===== src/rtl/sram_ctrl_pkg.sv =====
// Shared FSM state type, wait-counter width and block-index helper for the SRAM access controller.
package sram_ctrl_pkg;

  typedef enum logic [2:0] {
    IDLE,
    ACCESS,
    ACK,
    RELEASE,
    BERR
  } state_e;

  localparam int WAIT_CNT_W = 4;

  // Upper block_bits of an addr_w-wide word address, right-justified.
  function automatic int unsigned block_index(input logic [31:0] addr,
                                              input int unsigned addr_w,
                                              input int unsigned block_bits);
    logic [31:0] mask;
    mask = (32'd1 << block_bits) - 32'd1;
    return (addr >> (addr_w - block_bits)) & mask;
  endfunction

endpackage


===== src/rtl/sram_block_decode.sv =====
// Combinational block decoder: index -> one-hot-low selects plus an in-range flag.
module sram_block_decode
  import sram_ctrl_pkg::*;
#(
  parameter int BLOCK_BITS = 2,
  parameter int NUM_BLOCKS = 4
) (
  input  logic [BLOCK_BITS-1:0] idx_i,
  input  logic                  valid_i,
  output logic [NUM_BLOCKS-1:0] block_l_o,
  output logic                  in_range_o
);

  for (genvar gi = 0; gi < NUM_BLOCKS; gi++) begin : g_sel
    assign block_l_o[gi] = ~(valid_i && (idx_i == BLOCK_BITS'(gi)));
  end

  assign in_range_o = (32'(idx_i) < 32'(NUM_BLOCKS));

endmodule


===== src/rtl/sram_block_access_ctrl.sv =====
// SRAM block decoder and 68k access sequencer with registered selects, wait states and Dtack_L.
// Optional bus-error response for unpopulated blocks: define SRAM_BLOCK_BERR_EN.
module sram_block_access_ctrl
  import sram_ctrl_pkg::*;
#(
  parameter int ADDR_W      = 17,
  parameter int BLOCK_BITS  = 2,
  parameter int NUM_BLOCKS  = 4,
  parameter int WAIT_STATES = 1
) (
  input  logic                  Clock,
  input  logic                  Reset_L,
  input  logic [ADDR_W-1:0]     Address,
  input  logic                  SRamSelect_H,
  input  logic                  AS_L,
  input  logic                  RW,
  input  logic                  UDS_L,
  input  logic                  LDS_L,
  output logic [NUM_BLOCKS-1:0] Block_L,
  output logic                  SRam_OE_L,
  output logic                  SRam_WE_L,
  output logic                  SRam_UB_L,
  output logic                  SRam_LB_L,
  output logic                  Dtack_L,
  output logic                  Busy_H
`ifdef SRAM_BLOCK_BERR_EN
  , output logic                Berr_L
`endif
);

  state_e                  state_q, state_d;
  logic [WAIT_CNT_W-1:0]   cnt_q, cnt_d;
  logic [BLOCK_BITS-1:0]   idx_q, idx_d, addr_idx, dec_idx;
  logic                    rw_q, rw_d, uds_q, uds_d, lds_q, lds_d;
  logic [NUM_BLOCKS-1:0]   block_l_q, block_l_d, dec_block_l;
  logic                    oe_l_q, oe_l_d, we_l_q, we_l_d;
  logic                    ub_l_q, ub_l_d, lb_l_q, lb_l_d;
  logic                    dtack_l_q, dtack_l_d, busy_q, busy_d;
  logic                    berr_l_q, berr_l_d;
  logic                    start, in_range, dec_valid, drive;

  assign start    = SRamSelect_H && !AS_L && (!UDS_L || !LDS_L);
  assign addr_idx = BLOCK_BITS'(block_index(32'(Address), ADDR_W, BLOCK_BITS));

  // While idle the decoder looks at the live address; afterwards at the latched index.
  assign dec_idx   = (state_q == IDLE) ? addr_idx : idx_q;
  assign dec_valid = (state_q == IDLE) ? start : 1'b1;

  sram_block_decode #(
    .BLOCK_BITS(BLOCK_BITS),
    .NUM_BLOCKS(NUM_BLOCKS)
  ) u_decode (
    .idx_i     (dec_idx),
    .valid_i   (dec_valid),
    .block_l_o (dec_block_l),
    .in_range_o(in_range)
  );

  always_comb begin
    state_d = state_q;
    cnt_d   = cnt_q;
    idx_d   = idx_q;
    rw_d    = rw_q;
    uds_d   = uds_q;
    lds_d   = lds_q;
    case (state_q)
      IDLE: begin
        if (start) begin
          idx_d = addr_idx;
          rw_d  = RW;
          uds_d = UDS_L;
          lds_d = LDS_L;
          cnt_d = WAIT_CNT_W'(WAIT_STATES);
          if (in_range) begin
            state_d = ACCESS;
          end
`ifdef SRAM_BLOCK_BERR_EN
          else begin
            state_d = BERR;
          end
`endif
        end
      end
      ACCESS: begin
        if (AS_L)              state_d = RELEASE;
        else if (cnt_q == '0)  state_d = ACK;
        else                   cnt_d   = cnt_q - WAIT_CNT_W'(1);
      end
      ACK:     if (AS_L) state_d = RELEASE;
      BERR:    if (AS_L) state_d = RELEASE;
      RELEASE: begin
        state_d = IDLE;
        cnt_d   = '0;
      end
      default: state_d = IDLE;
    endcase
  end

  // Outputs are a function of the next state so they appear registered on the same edge.
  always_comb begin
    drive     = (state_d == ACCESS) || (state_d == ACK);
    block_l_d = drive ? dec_block_l : '1;
    oe_l_d    = ~(drive && rw_d);
    we_l_d    = ~(drive && !rw_d);
    ub_l_d    = drive ? uds_d : 1'b1;
    lb_l_d    = drive ? lds_d : 1'b1;
    dtack_l_d = ~(state_d == ACK);
    busy_d    = (state_d != IDLE);
    berr_l_d  = ~(state_d == BERR);
  end

  always_ff @(posedge Clock) begin
    if (!Reset_L) begin
      state_q   <= IDLE;
      cnt_q     <= '0;
      idx_q     <= '0;
      rw_q      <= 1'b1;
      uds_q     <= 1'b1;
      lds_q     <= 1'b1;
      block_l_q <= '1;
      oe_l_q    <= 1'b1;
      we_l_q    <= 1'b1;
      ub_l_q    <= 1'b1;
      lb_l_q    <= 1'b1;
      dtack_l_q <= 1'b1;
      busy_q    <= 1'b0;
      berr_l_q  <= 1'b1;
    end else begin
      state_q   <= state_d;
      cnt_q     <= cnt_d;
      idx_q     <= idx_d;
      rw_q      <= rw_d;
      uds_q     <= uds_d;
      lds_q     <= lds_d;
      block_l_q <= block_l_d;
      oe_l_q    <= oe_l_d;
      we_l_q    <= we_l_d;
      ub_l_q    <= ub_l_d;
      lb_l_q    <= lb_l_d;
      dtack_l_q <= dtack_l_d;
      busy_q    <= busy_d;
      berr_l_q  <= berr_l_d;
    end
  end

  assign Block_L   = block_l_q;
  assign SRam_OE_L = oe_l_q;
  assign SRam_WE_L = we_l_q;
  assign SRam_UB_L = ub_l_q;
  assign SRam_LB_L = lb_l_q;
  assign Dtack_L   = dtack_l_q;
  assign Busy_H    = busy_q;
`ifdef SRAM_BLOCK_BERR_EN
  assign Berr_L    = berr_l_q;
`else
  logic unused_berr;
  assign unused_berr = berr_l_q;
`endif

endmodule


===== config.mk =====
export PLATFORM = sky130hd
export DESIGN_NAME = sram_block_access_ctrl
export DESIGN_NICKNAME = d
export VERILOG_FILES = /design/src/rtl/sram_ctrl_pkg.sv /design/src/rtl/sram_block_decode.sv /design/src/rtl/sram_block_access_ctrl.sv
export SDC_FILE = /design/constraint.sdc
export NUM_CORES = 1
export LEC_CHECK = 0
export ABC_AREA = 1
export ABC_CLOCK_PERIOD_IN_PS = 1700
export BUFFER_PORTS_ARGS = -buffer_cell sky130_fd_sc_hd__buf_4
export CAP_MARGIN = 20
export CORE_AREA = 2 2 49 51
export CTS_BUF_LIST = sky130_fd_sc_hd__clkbuf_4 sky130_fd_sc_hd__clkbuf_8
export DETAILED_ROUTE_END_ITERATION = 8
export DIE_AREA = 0 0 51 53
export PLACE_DENSITY = 0.77
export SLEW_MARGIN = 10
export SYNTH_ARGS = -nofsm -noshare
export SYNTH_HDL_FRONTEND = slang
export SYNTH_SLANG_ARGS = --single-unit

===== constraint.sdc =====
create_clock -name Clock -period 1.7 [get_ports Clock]
set_input_delay 0.34 -clock Clock [delete_from_list [all_inputs] [get_ports Clock]]
set_output_delay 0.34 -clock Clock [all_outputs]
set_load 0.01 [all_outputs]

* Word level (Yosys, flattened, before mapping)
Cells that the tools add are included.
** Word-level totals
- Bits in latches :: 0
- Bits in read-only memories :: 0
- Input port bits :: 24
- Memory bits (writable) :: 0
- Word-level logic and storage cells :: 73
- Flip-flop bits (word level) :: 22
- Memories kept :: 0
** Operators by class
- Shifts and indexed selects :: 0
- $lt $le $gt $ge :: 0
- Muxes and demuxes :: 17
- Bitwise logic cells :: 7
- Multiply operators :: 0
- Reduce and logical (&&, ||, !) cells :: 23
- Divide/modulo/power cells :: 0
- Add/subtract/negate cells :: 1
- Eq/ne operators :: 12
** Operator list (count)
- $mux 3 :: 4
- $mux 4 :: 3
- $pmux 4 s3 :: 1
- $eq 3x2->1 const B :: 3
- $pmux 3 s3 :: 1
- $logic_and 1x1->1 :: 8
- $mux 1 :: 7
- $not 1->1 :: 7
- $eq 3x1->1 const B :: 2
- $ne 2x2->1 const B :: 3
- $reduce_bool 3->1 :: 2
- $eq 2x2->1 const B :: 2
- $logic_not 1->1 :: 4
- $logic_not 4->1 :: 1
- $reduce_and 2->1 :: 2
- $reduce_and 4->1 :: 1
- $sub 4x1->4 const B :: 1
- $eq 3x3->1 const B :: 1
- $logic_not 3->1 :: 1
- $eq 2x1->1 const B :: 1
- $logic_not 2->1 :: 1
- $logic_or 1x1->1 :: 2
- $mux 2 :: 1
- $reduce_or 2->1 :: 1

* Depth between registers and ports, before layout
Gate-level depths: netlist (run 1).
- Depth in word-level cells :: 9
- Mapped depth :: 10

* Modules after synthesis
From an unflattened synthesis (run 1), not the netlist that was laid out.
** Unflattened totals
- Cell total of the unflattened synthesis :: 153
- Area, all modules :: 1129.8 um^2
** By module, submodules not included
- sram_block_access_ctrl :: area an instance 1088.5 um^2, cells an instance 144, times used 1, sequential area each 440.4 um^2
- sram_block_decode :: area an instance 41.3 um^2, cells an instance 9, times used 1, sequential area each 0.0 um^2

* Worst setup path before layout (run 1)
No wires, ideal clock.
- Kind :: flip-flop to flip-flop
- Start point :: register cnt_q[0]
- End point :: register block_l_q[0] (netlist: Block_L[0])
- Cell stages (with the launch flop) :: 10
- Required time :: 1578 ps
- Slack :: 388 ps
- Path buffers :: 0
- Data arrival time :: 1190 ps
- Period minus slack after synthesis :: 1312 ps
- Cell sequence :: dfxtp_1 -> inv_1 -> ha_1 -> nand2_1 -> nor2_1 -> nor2_2 -> nor2_4 -> nand3_2 -> nand2_4 -> nand3_2
** Between the ends
- Word-level cells in the longest chain between the ends :: 7
- Elaborated cells on any way between the ends :: 8
** Ends and longest elaborated chain
- start: declaration :: RTL line sram_block_access_ctrl.sv:32 : logic [WAIT_CNT_W-1:0] cnt_q, cnt_d;
- start signal: assignment :: RTL line sram_block_access_ctrl.sv:130 : cnt_q <= cnt_d;
- $logic_not 4->1 (*) :: RTL line sram_block_access_ctrl.sv:86 : else if (cnt_q == '0) state_d = ACK;
- $mux 3 (*) :: RTL line sram_block_access_ctrl.sv:86
- $mux 3 (*) :: RTL line sram_block_access_ctrl.sv:85 : if (AS_L) state_d = RELEASE;
- $pmux 3 s3 (*) :: RTL line sram_block_access_ctrl.sv:66 : case (state_q)
- $eq 3x1->1 or $eq 3x2->1 (tied branches) :: RTL line sram_block_access_ctrl.sv:101 : drive = (state_d == ACCESS) || (state_d == ACK);
- $logic_or 1x1->1 (*) :: RTL line sram_block_access_ctrl.sv:101
- $reduce_and 2->1 (no source line) (*)
- end signal: assignment :: RTL line sram_block_access_ctrl.sv:135 : block_l_q <= block_l_d;
- end: declaration :: RTL line sram_block_access_ctrl.sv:35 : logic [NUM_BLOCKS-1:0] block_l_q, block_l_d, dec_block_l;
Every way passes the cells marked *; elsewhere a longest branch is shown, timed or not.
A chain may end at the register's enable or synchronous reset.

* Worst setup path after layout (run 1)
- Start point :: register cnt_q[0]
- End point :: register oe_l_q (netlist: SRam_OE_L)
** Between the ends
- Word-level cells in the longest chain between the ends :: 8
- Elaborated cells on any way between the ends :: 9
** Ends and longest elaborated chain
- $logic_not 4->1 (*) :: RTL line sram_block_access_ctrl.sv:86
- $mux 3 (*) :: RTL line sram_block_access_ctrl.sv:86
- $mux 3 (*) :: RTL line sram_block_access_ctrl.sv:85
- $pmux 3 s3 (*) :: RTL line sram_block_access_ctrl.sv:66
- $eq 3x1->1 or $eq 3x2->1 (tied branches) :: RTL line sram_block_access_ctrl.sv:101
- $logic_or 1x1->1 (*) :: RTL line sram_block_access_ctrl.sv:101
- $logic_and 1x1->1 (*) :: RTL line sram_block_access_ctrl.sv:103 : oe_l_d = ~(drive && rw_d);
- $not 1->1 (*) :: RTL line sram_block_access_ctrl.sv:103
- end signal: assignment :: RTL line sram_block_access_ctrl.sv:136 : oe_l_q <= oe_l_d;
- end: declaration :: RTL line sram_block_access_ctrl.sv:36 : logic oe_l_q, oe_l_d, we_l_q, we_l_d;
Marked as above.

==> qor.csv, run 1 <==
metric,value,unit
required,1.90,ns
vias,888,
antenna_found_initial,0,
layout_commonest_cell,nand2_1,
hold-worst-slack,0.2833,ns
crit_fanout,8,
synthCells,135,
cp.arrival,1.65,ns
postCtsSetupBuffers,0,
start_util,49.27,%
synth_cell_types,23,
cts_tree,done,
finalWirelength,1946,um
clk_pin_slew,0.11,ns
io_pins,34,
whs_path_depth,3,
first_iter_violations,22,
cp_common_cell,nand3_2,
drive_gt1_share,32.05,%
hold_class,in2reg,
place.gp.congestion,0.8469,
syn_nets,160,
netlist_area,1059,um2
fin_nets,182,
final_util,58.53,%
grt_pass1_wl,3263,um
insertion_delay,0.31,ns
final_hold_viol_count,0,
setup_viol,0,
skew,0.008763,ns
synthToLayoutAreaGrowth,18.79,%
cts_inserted_buffers,3,
grt_pass1_vias,816,
dieWidth,51,um
hpwl,1499,um
crit_chain,"inv_1, ha_1, nand2_1, nor2_1, nor2_2, nor2_4, nand3_2, nand2_4, nand3_2",
clock_path_buffers,2,
crit_type,reg2reg,
layout_min_cycle_time,1.452,ns
worst_pin_slew,0.2351,ns
ys_warn_count,0,
layout_common_cells,"31 x nand2_1, 22 x dfxtp_1, 18 x buf_4",
htreeDepth,1,
synth_seq_cells,22,
crit_path_top_delay_cell,dfxtp_1,
min_period_over_period,85.41,%
worst_r2r_path_depth,9,
rsz0062_at_grt,no,
worst_setup_path_end_kind,flip-flop,
hold_buffers,0,
maxCapViolCount,0,
final_cell_area,1257,um2
cp-start-kind,flip-flop,
globalRouteOverflowTotal,0,
grt_max_degree,15,
tns,0,ns
syn_area_per_cell,7.841,um2
slew_violations,0,
wl_per_cell,10.58,um
clock-sinks,22,
cts-resized-gates,0,
seq_area_frac_synth,41.61,%
power.leakage,0.0005802,uW
ir_drop,0.6931,mV
die-area,2703,um2
drtPass1Iterations,4,
ant_nets,0,
cp_slowest_stage_delay,0.34,ns
coreArea,2148,um2
antenna_cells,0,
fmax,688.8,MHz
die_y,53,um
fp-row-count,17,
via_per_inst,4.826,
slew_headroom,84.20,%
remaining_drc_errors,0,
status,finished clean,
portBuffers,18,
power.density,956.7,nW/um2
gr-usage-all-layers,16.78,%
cts_root_buffer,clkbuf_4,
place_area,1221,um2
[flip-flops by register name, summed over array words and instances (netlist names)]
| signal | flops |
|---|---|
| uds_q | 1 |
| state_q | 3 |
| SRam_LB_L | 1 |
| SRam_OE_L | 1 |
| cnt_q | 4 |
| SRam_WE_L | 1 |
| rw_q | 1 |
| Busy_H | 1 |
| idx_q | 2 |
| Block_L | 4 |
| lds_q | 1 |
| Dtack_L | 1 |
| SRam_UB_L | 1 |
[final timing paths]
| check | start | endpoint | slack (ns) |
|---|---|---|---|
| worst min-delay path | LDS_L | lds_q | 0.28 |
| worst max register to register | cnt_q[0] | SRam_OE_L | 0.25 |
| worst max-delay path | cnt_q[0] | SRam_OE_L | 0.25 |
| worst min register to register | lds_q | lds_q | 0.47 |
[routing by layer]
| layer | routed length, um | track usage [%] |
|---|---|---|
| met5 | 0 | 0 |
| met4 | 17 | 5.405 |
| met3 | 92 | 5.932 |
| met2 | 954 | 29.65 |
| met1 | 881 | 18.72 |
[cells by family after synthesis]
logic type	count (synthesis)	share of synthesized area, %
AOI/OAI and AO/OA	11	6.028
xor gates and xnor gates	2	1.655
buffers and inverters	19	7.092
and+or+nand+nor	80	42.43
adders and majority gates	1	1.182
DFF	22	41.61
[synth_stat cells]
master    count  area (um2)
clkbuf_4      1       7.510
o21ai_2       1       8.760
nand3_1       7       35.03
nor3_1        3       15.01
nand2_2       6       37.54
dfxtp_1      22       440.4
nand4_1       2       12.51
clkinv_1      1       3.750
o21ai_0       3       15.01
nor2_8        1       20.02
a211oi_1      1       7.510
nand2_1      31       116.4
nor2_2        2       12.51
nand2_4       4       45.04
inv_1        13       48.80
o21a_1        1       7.510
nand3_2       8       80.08
xor2_1        2       17.52
a21oi_1       5       25.02
inv_2         4       15.01
nor2_1       14       52.55
ha_1          1       12.51
nor2_4        2       22.52
[layout make-up]
type	instances	area, um2
clock buffer	4	36.28
fill	199	890.9
inverter	18	67.56
multi-input combinational	94	543.0
sequential	22	440.4
tap	28	35.03
timing repair buffer	18	135.1
[worst max-delay path: cells and delay by family, from the launching register on]
family,cells,cell delay (ns)
AND/OR/NAND/NOR,7,0.73
flip-flops,1,0.34
adder cells (fa/ha/maj),1,0.21
buffers and inverters,1,0.07
[report_power, final]
| part | internal, uW | switching (uW) | total (uW) | leakage (uW) |
|---|---|---|---|---|
| Clock | 131 | 155 | 286 | 0.0000210 |
| Sequential | 554 | 19.6 | 574 | 0.000180 |
| Combinational | 126 | 216 | 343 | 0.000380 |
| Total | 812 | 391 | 1200 | 0.000580 |
[per-stage QoR]
step / worst slack [ns] / total power, uW / std cells
floorplan: 0.3880 / 844.5 / 135
global placement: 0.2267 / 917.4 / 180
detailed placement: 0.1906 / 930.2 / 180
CTS: 0.2361 / 1219 / 184
global route: 0.1172 / 1278 / 184
finish: 0.2481 / 1203 / 184
(Power assumes the default switching activity.)
==> run 2, diff against run 1 <==
Settings changed: CORE_AREA 2 2 49 51 to 2 2 61 63, DIE_AREA 0 0 51 53 to 0 0 63 65, PLACE_DENSITY 0.77 to default.
==> qor.csv, run 2 (synthesis results as in run 1) <==
metric,value,unit,change
status,finished clean,,
io_pins,34,,unchanged
cp-start-kind,flip-flop,,
crit_fanout,8,,unchanged
tns,0,ns,unchanged
grt_pass1_vias,807,,-1.1%
grt_max_degree,15,,unchanged
final_cell_area,1282,um2,+2.0%
globalRouteOverflowTotal,0,,unchanged
rsz0062_at_grt,no,,
cp.arrival,1.70,ns,+0.05 ns
gr-usage-all-layers,11.27,%,-5.5 points
worst_pin_slew,0.2751,ns,+0.03999 ns
antenna_found_initial,0,,unchanged
finalWirelength,2138,um,+9.9%
multiInputGateArea,543.0,um2,unchanged
place_ws,0.1823,ns,-0.008323 ns
clk_pin_slew,0.13,ns,+0.02 ns
clock_path_buffers,2,,unchanged
fmax,671.1,MHz,-2.6%
layout_common_cells,"31 x nand2_1, 22 x dfxtp_1, 18 x buf_4",,
place.gp.congestion,0.8118,,-4.1%
cts_root_buffer,clkbuf_4,,
cp_common_cell,nand3_2,,
slew_violations,0,,unchanged
layout_commonest_cell,nand2_1,,
drive_gt1_share,32.05,%,unchanged
final_hold_viol_count,0,,unchanged
maxCapViolCount,0,,unchanged
ir_drop,0.2930,mV,-58%
grt_pass1_wl,3546,um,+8.7%
drtPass1Iterations,4,,unchanged
hpwl,1639,um,+9.3%
cts-resized-gates,0,,unchanged
first_iter_violations,18,,-18%
power.density,951.2,nW/um2,-0.58%
n_fill_cell,375,,+88%
die_y,65,um,+23%
layout_min_cycle_time,1.490,ns,+0.03830 ns
cts_tree,done,,
wl_per_cell,10.48,um,-0.90%
via_per_inst,4.328,,-10%
fp-row-count,22,,+5
crit_path_top_delay_cell,dfxtp_1,,
slew_headroom,81.47,%,-2.7 points
setup_viol,0,,unchanged
htreeDepth,1,,unchanged
min_period_over_period,87.66,%,+2.3 points
postCtsSetupBuffers,0,,unchanged
required,1.91,ns,about the same
hold_class,in2reg,,
place_area,1246,um2,+2.0%
fin_ws,0.2098,ns,-0.03830 ns
crit_type,reg2reg,,
synthToLayoutAreaGrowth,21.16,%,
portBuffers,18,,unchanged
antenna_cells,0,,unchanged
crit_chain,"inv_1, ha_1, nand2_1, nor2_1, nor2_2, nor2_4, nand3_2, nand2_4, nand3_2",,
start_util,30.28,%,-19 points
clock-sinks,22,,unchanged
worst_setup_path_end_kind,flip-flop,,
dieWidth,63,um,+24%
fin_nets,182,,unchanged
skew,0.008015,ns,-0.0007475 ns
hold-worst-slack,0.2556,ns,-0.02775 ns
ant_nets,0,,unchanged
cts_inserted_buffers,3,,unchanged
vias,883,,-0.56%
remaining_drc_errors,0,,unchanged
coreArea,3496,um2,+63%
cp_slowest_stage_delay,0.34,ns,about the same
power.leakage,0.0005802,uW,unchanged
hold_buffers,0,,unchanged
insertion_delay,0.32,ns,about the same
ff_latch_area,440.4,um2,unchanged
die-area,4095,um2,+51%
==> run 2: cell counts in the layout (fill, tap and decap cells not counted) <==
Identical to the previous run, type by type.
==> run 2: report_power, final <==
group	internal (uW)	switching, uW
sequential	554	20.1
combinational	127	219
clock	131	169
==> run 2: critical path, delay by kind of cell, from the launching register on <==
| family | cells | cell delay, ns |
|---|---|---|
| flops | 1 | 0.34 |
| simple gates | 7 | 0.74 |
| buf+inv | 1 | 0.09 |
| fa+ha+maj | 1 | 0.21 |
==> run 2: area by class of cell <==
class	count	area share [%]
clock buffer	4	2.829
sequential	22	34.34
inverter	18	5.268
multi-input combinational	94	42.34
timing repair buffer	18	10.54
tap	48	4.683
==> run 2: final timing paths <==
| kind | from | end | slack [ns] | cells past startpoint |
|---|---|---|---|---|
| max | cnt_q[0] | Block_L[0] | 0.21 | 9 |
| min | LDS_L | lds_q | 0.26 | 3 |
| max reg2reg | cnt_q[0] | Block_L[0] | 0.21 | 9 |
| min reg2reg | lds_q | lds_q | 0.47 | 2 |
==> run 2: routing by layer <==
metal | global-route usage (%) | wire, um | vias to the layer above
met4 | 6.667 | 53 | 0
met5 | 0 | 0 | -
met3 | 1.563 | 67 | 5
met1 | 12.59 | 963 | 390
li1 | - | - | 464
met2 | 20.35 | 1054 | 24
==> run 2: metrics by stage <==
stage               util, %  std cells  total power [uW]
finish                36.69        204              1220
global placement      35.65        200             923.6
CTS                   36.69        204              1234
detailed placement    35.65        200             933.6
floorplan                 -        135             844.5
global route          36.69        204              1304
